[src/rtl/hdmi_rd_sched.sv]
// Frame-read scheduler for the HDMI output path: walks a frame buffer in fixed-length
// DDR read bursts, throttled by the line-buffer fill level and restarted on vsync.
module hdmi_rd_sched #(
  parameter int unsigned BURST_LEN        = 240,
  parameter int unsigned BURSTS_PER_FRAME = 540,
  parameter int unsigned FILL_THRESH      = 1920,
  parameter logic [31:0] FRAME_BASE0      = 32'h0000_0000,
  parameter logic [31:0] FRAME_BASE1      = 32'h0080_0000
) (
  input  logic        hdmi_clk,
  input  logic        rst_n,
  input  logic        enable,
  input  logic        hdmi_vsync,
  input  logic        frame_sel,
  input  logic [15:0] buf_level,
  output logic        rd_cmd_valid,
  input  logic        rd_cmd_ready,
  output logic [31:0] rd_cmd_addr,
  output logic [15:0] rd_cmd_len,
  input  logic        rd_beat,
  output logic        busy,
  output logic        frame_done,
  output logic        frame_err
);

  localparam int unsigned   BW        = $clog2(BURST_LEN);
  localparam int unsigned   IW        = (BURSTS_PER_FRAME > 1) ? $clog2(BURSTS_PER_FRAME) : 1;
  localparam logic [BW-1:0] BEAT_LAST = BW'(BURST_LEN - 1);
  localparam logic [IW-1:0] IDX_LAST  = IW'(BURSTS_PER_FRAME - 1);
  localparam logic [31:0]   ADDR_STEP = 32'(BURST_LEN * 32);
  localparam logic [15:0]   THRESH    = 16'(FILL_THRESH);

  typedef enum logic [2:0] {
    S_IDLE,
    S_WAIT_VS,
    S_CHECK,
    S_CMD,
    S_DATA,
    S_FRAME_END
  } state_t;

  state_t        state_q;
  logic          vsync_q;
  logic [31:0]   addr_q;
  logic [IW-1:0] idx_q;
  logic [BW-1:0] beat_q;
  logic          pend_q;
  logic          pend_sel_q;
  logic          valid_q;
  logic          busy_q;
  logic          done_q;
  logic          err_q;

  logic          vs_edge;
  logic          last_beat;
  logic          resync_d;
  logic [31:0]   start_base_d;
  logic [31:0]   resync_base_d;

  assign vs_edge      = hdmi_vsync & ~vsync_q;
  assign last_beat    = rd_beat && (beat_q == BEAT_LAST);
  assign start_base_d = frame_sel ? FRAME_BASE1 : FRAME_BASE0;
  // An edge landing on the final beat itself counts as pending, with frame_sel taken now.
  assign resync_d      = pend_q | vs_edge;
  assign resync_base_d = vs_edge ? start_base_d : (pend_sel_q ? FRAME_BASE1 : FRAME_BASE0);

  always_ff @(posedge hdmi_clk or negedge rst_n) begin
    if (!rst_n) begin
      state_q    <= S_IDLE;
      vsync_q    <= 1'b0;
      addr_q     <= '0;
      idx_q      <= '0;
      beat_q     <= '0;
      pend_q     <= 1'b0;
      pend_sel_q <= 1'b0;
      valid_q    <= 1'b0;
      busy_q     <= 1'b0;
      done_q     <= 1'b0;
      err_q      <= 1'b0;
    end else begin
      vsync_q <= hdmi_vsync;
      done_q  <= 1'b0;
      err_q   <= 1'b0;
      unique case (state_q)
        S_IDLE: begin
          if (enable) begin
            state_q <= S_WAIT_VS;
            busy_q  <= 1'b1;
          end
        end
        S_WAIT_VS: begin
          if (vs_edge) begin
            addr_q  <= start_base_d;
            idx_q   <= '0;
            state_q <= S_CHECK;
          end
        end
        S_CHECK: begin
          if (!enable) begin
            state_q <= S_IDLE;
            busy_q  <= 1'b0;
          end else if (vs_edge) begin
            err_q  <= 1'b1;
            addr_q <= start_base_d;
            idx_q  <= '0;
          end else if (buf_level <= THRESH) begin
            state_q <= S_CMD;
          end
        end
        S_CMD: begin
          if (vs_edge) begin
            pend_q     <= 1'b1;
            pend_sel_q <= frame_sel;
          end
          // valid rises one cycle after entering CMD and is held until accepted
          if (!valid_q) begin
            valid_q <= 1'b1;
          end else if (rd_cmd_ready) begin
            valid_q <= 1'b0;
            beat_q  <= '0;
            state_q <= S_DATA;
          end
        end
        S_DATA: begin
          if (last_beat) begin
            pend_q <= 1'b0;
            beat_q <= '0;
            if (!enable) begin
              state_q <= S_IDLE;
              busy_q  <= 1'b0;
            end else if (resync_d) begin
              err_q   <= 1'b1;
              addr_q  <= resync_base_d;
              idx_q   <= '0;
              state_q <= S_CHECK;
            end else if (idx_q == IDX_LAST) begin
              state_q <= S_FRAME_END;
            end else begin
              addr_q  <= addr_q + ADDR_STEP;
              idx_q   <= idx_q + 1'b1;
              state_q <= S_CHECK;
            end
          end else begin
            if (rd_beat) beat_q <= beat_q + 1'b1;
            if (vs_edge) begin
              pend_q     <= 1'b1;
              pend_sel_q <= frame_sel;
            end
          end
        end
        S_FRAME_END: begin
          done_q <= 1'b1;
          if (!enable) begin
            state_q <= S_IDLE;
            busy_q  <= 1'b0;
          end else if (vs_edge) begin
            addr_q  <= start_base_d;
            idx_q   <= '0;
            state_q <= S_CHECK;
          end else begin
            state_q <= S_WAIT_VS;
          end
        end
        default: begin
          state_q <= S_IDLE;
          busy_q  <= 1'b0;
        end
      endcase
    end
  end

  assign rd_cmd_valid = valid_q;
  assign rd_cmd_addr  = addr_q;
  assign rd_cmd_len   = 16'(BURST_LEN);
  assign busy         = busy_q;
  assign frame_done   = done_q;
  assign frame_err    = err_q;

endmodule

[config.mk]
export PLATFORM = sky130hd
export DESIGN_NAME = hdmi_rd_sched
export DESIGN_NICKNAME = d
export VERILOG_FILES = /design/src/rtl/hdmi_rd_sched.sv
export SDC_FILE = /design/constraint.sdc
export NUM_CORES = 1
export LEC_CHECK = 0
export BUFFER_PORTS_ARGS = -buffer_cell sky130_fd_sc_hd__buf_2
export CAP_MARGIN = 5
export CORE_MARGIN = 4
export CORE_UTILIZATION = 40
export CTS_CLUSTER_DIAMETER = 40
export DETAILED_ROUTE_END_ITERATION = 12
export PLACE_DENSITY = 0.63
export RECOVER_POWER = 25
export SYNTH_ARGS = -nofsm -noshare
export SYNTH_HDL_FRONTEND = slang
export SYNTH_SLANG_ARGS = --single-unit
[constraint.sdc]
create_clock -name hdmi_clk -period 2.6 [get_ports hdmi_clk]
set_clock_uncertainty 0.1 [all_clocks]
set_input_delay 0.78 -clock hdmi_clk [delete_from_list [all_inputs] [get_ports hdmi_clk]]
set_output_delay 0.78 -clock hdmi_clk [all_outputs]
set_load 0.02 [all_outputs]
==> flow_metrics.tcl <==
set metrics [dict create \
    status "completed" \
    slew_viol_final 0 \
    antenna_left 0 \
    die_y_um 97.07 \
    routed_wl_um 7723 \
    first_iter_violations 128 \
    synthToLayoutAreaGrowth_pct 15.14 \
    hold_violations 0 \
    final_layout_size_suffix_gt1_frac 0.2134 \
    fin_crit_ns 2.486 \
    top_layer "met4" \
    timing.fmax_ghz 0.4023 \
    yosysMostFrequentCell "dfrtp_1" \
    coreArea_um2 7727 \
    firstDrtPassIters 4 \
    synth_flop_cell "dfrtp_1" \
    initial_core_util 0.4106 \
    holdBufCountCts 0 \
    yosysTopAreaCellShare 0.4022 \
    worstMarginPinSlew_ns 1.287 \
    maxCapViolCount 0 \
    grt_max_degree 52 \
    clock_path_buffers 2 \
    critPathCaptureType "flop" \
    synth_seq_cells 51 \
    diodes 0 \
    ys_seq_area_frac 0.4022 \
    min_path_type "flop to flop" \
    yosys-top-cells-area "dfrtp_1, o31ai_1, buf_4, o21ai_0, nand3_1" \
    min_period_over_period 0.9560 \
    io_pins 75 \
    hpwl_um 5416 \
    synth_cell_type_count 47 \
    clock_sinks 51 \
    synth_edf_count 0 \
    async_flop_share 1.000 \
    gp_congestion 0.8089 \
    drc 0 \
    stdcell_count 519 \
    cts_root_buf "clkbuf_8" \
    worstPathRequired_ns 2.70 \
    syn_area_um2 3173 \
    finalNetCount 443 \
    viasPerCell 5.647 \
    yosysWarnings 0 \
    rsz0062_at_grt "no" \
    finalSetupViolations 0 \
    synth_top_family_by_area "compound AO/OA/AOI/OAI gates" \
    postCtsSetupBuffers 0 \
    synth_common_cells "dfrtp_1, o31ai_1, buf_4, nor2_1, o21ai_0" \
    worst_setup_path_start_kind "flop" \
    cts_buffers 5 \
    wl_met1_um 3512 \
    clkLatencyLatePin_ns 0.30 \
    postPlaceCellArea_um2 3555 \
    powerDensity_nw_per_um2 722.2 \
    p_leak_nw 1.650 \
    dp_cells 512 \
    worstPathMaxFanout 17 \
    synthAdderAreaFrac 0.01183 \
    slowest_delay_ns 0.40 \
    num_rows 32 \
    crit_chain "ha_2 > nand3_1 > o41a_1 > a311o_1 > or2_1 > buf_4 > o41ai_1" \
    cp_slowest_cell "o41a_1" \
    tns_ns 0 \
    num_vias 2931 \
    ir_drop_uv 357.7 \
    routedWlPerCell_um 14.88 \
    synth-xor-area-share 0 \
    cts_tree "built" \
    power_w 0.002638 \
    synthCells 360 \
    grt-ovfl-total 0 \
    grt_pass1_wl_um 13060 \
    synthSimpleGateAreaFrac 0.2106 \
    cts_resized 0 \
    die_x_um 97.07 \
    synth_top_area_cell "dfrtp_1" \
    grt_pass1_vias 2727 \
    avgSynthCellArea_um2 8.814 \
    arrival_ns 2.59 \
    portBuffers 49 \
    dieArea_um2 9422 \
    wl_met3_um 360 \
    synth_compound_area_frac 0.2618 \
    slew_headroom 0.1422 \
    final_core_util 0.4728 \
    antenna_found_initial 0 \
    critPathKind "flop to flop" \
    muxShareOfSynthArea 0.01065 \
    track_usage 0.1622 \
    h-tree-depth 2 \
    dr_wl_met2_um 3771 \
    design_area_um2 3654 \
    clk_pin_slew_ns 0.09 \
]
cell type report:
| type | count | area (um^2) |
|---|---|---|
| Timing Repair Buffer | 72 | 439.2 |
| Tap cell | 102 | 127.6 |
| Multi-Input combinational cell | 280 | 1697 |
| Fill cell | 745 | 4074 |
| Clock inverter | 1 | 5.005 |
| Clock buffer | 6 | 82.58 |
| Sequential cell | 51 | 1276 |
| Inverter | 7 | 26.28 |
sequential cells by signal, summed over array words and instances (netlist names):
name,count
rd_cmd_addr,23
frame_err,1
busy,1
pend_q,1
pend_sel_q,1
frame_done,1
state_q,3
idx_q,10
vsync_q,1
rd_cmd_valid,1
beat_q,8
worst paths after layout:
check	cells past startpoint	to	from	slack, ns
max	7	idx_q[5]	beat_q[0]	0.11
min	1	beat_q[7]	beat_q[7]	0.39
max reg2reg	7	idx_q[5]	beat_q[0]	0.11
min reg2reg	1	beat_q[7]	beat_q[7]	0.39
max in group asynchronous	2	idx_q[5]	rst_n	0.91
min in group asynchronous	2	rd_cmd_addr[26]	rst_n	0.73
critical path: cells and delay by family, from the launching register on:
kind            cells  cell delay [ns]
buf+inv             1             0.21
compound gates      3             1.07
simple gates        2             0.38
fa+ha+maj           1             0.21
flops               1             0.39
routing by layer:
layer / vias to the layer above / global-route usage
met5: - / 0
met4: 0 / 0.03996
met3: 6 / 0.02225
met2: 79 / 0.2696
met1: 1423 / 0.2236
li1: 1423 / -
power by group:
part           switching, W  internal, W  total [W]
Sequential         0.000125     0.000897    0.00102
Combinational      0.000706     0.000441    0.00115
Clock              0.000261     0.000210   0.000471
layout by cell type, fill, tap and decap left out, types with 2 or more instances in the layout:
cell / n
dfrtp_1: 51
o31ai_1: 48
buf_2: 48
conb_1: 25
nor2_1: 24
o21ai_0: 23
nand2_1: 22
nand3_1: 20
buf_4: 20
and3_1: 10
a31oi_1: 10
a21oi_1: 10
nand2b_1: 9
nor3_1: 9
o21ai_1: 8
inv_1: 7
o41ai_1: 6
clkbuf_8: 6
nor3b_1: 5
nor2b_1: 4
nor4_1: 4
mux2_2: 3
and2_1: 2
a211oi_1: 2
nand3b_1: 2
or2_1: 2
a41oi_1: 2
o211ai_1: 2
or4_1: 2
nand4_1: 2
a211o_1: 2
ha_1: 2
buf_12: 2
cells by family (layout without fill, tap and decap cells):
family / after synthesis / after routing
compound gates: 123 / 123
fa+ha+maj: 3 / 3
buf+inv: 52 / 86
flops: 51 / 51
mux: 3 / 3
other cells: 2 / 25
simple gates: 126 / 126
metrics by stage:
stage / setup WS [ns] / hold slack (ns)
finish: 0.1145 / 0.3863
global placement: -0.007886 / 0.3688
CTS: 0.08098 / 0.3854
global route: 0.00005174 / 0.3988
detailed placement: -0.06544 / 0.3727
floorplan: 0.01358 / 0.3445
Note: power is estimated with default switching activity, not from simulation.
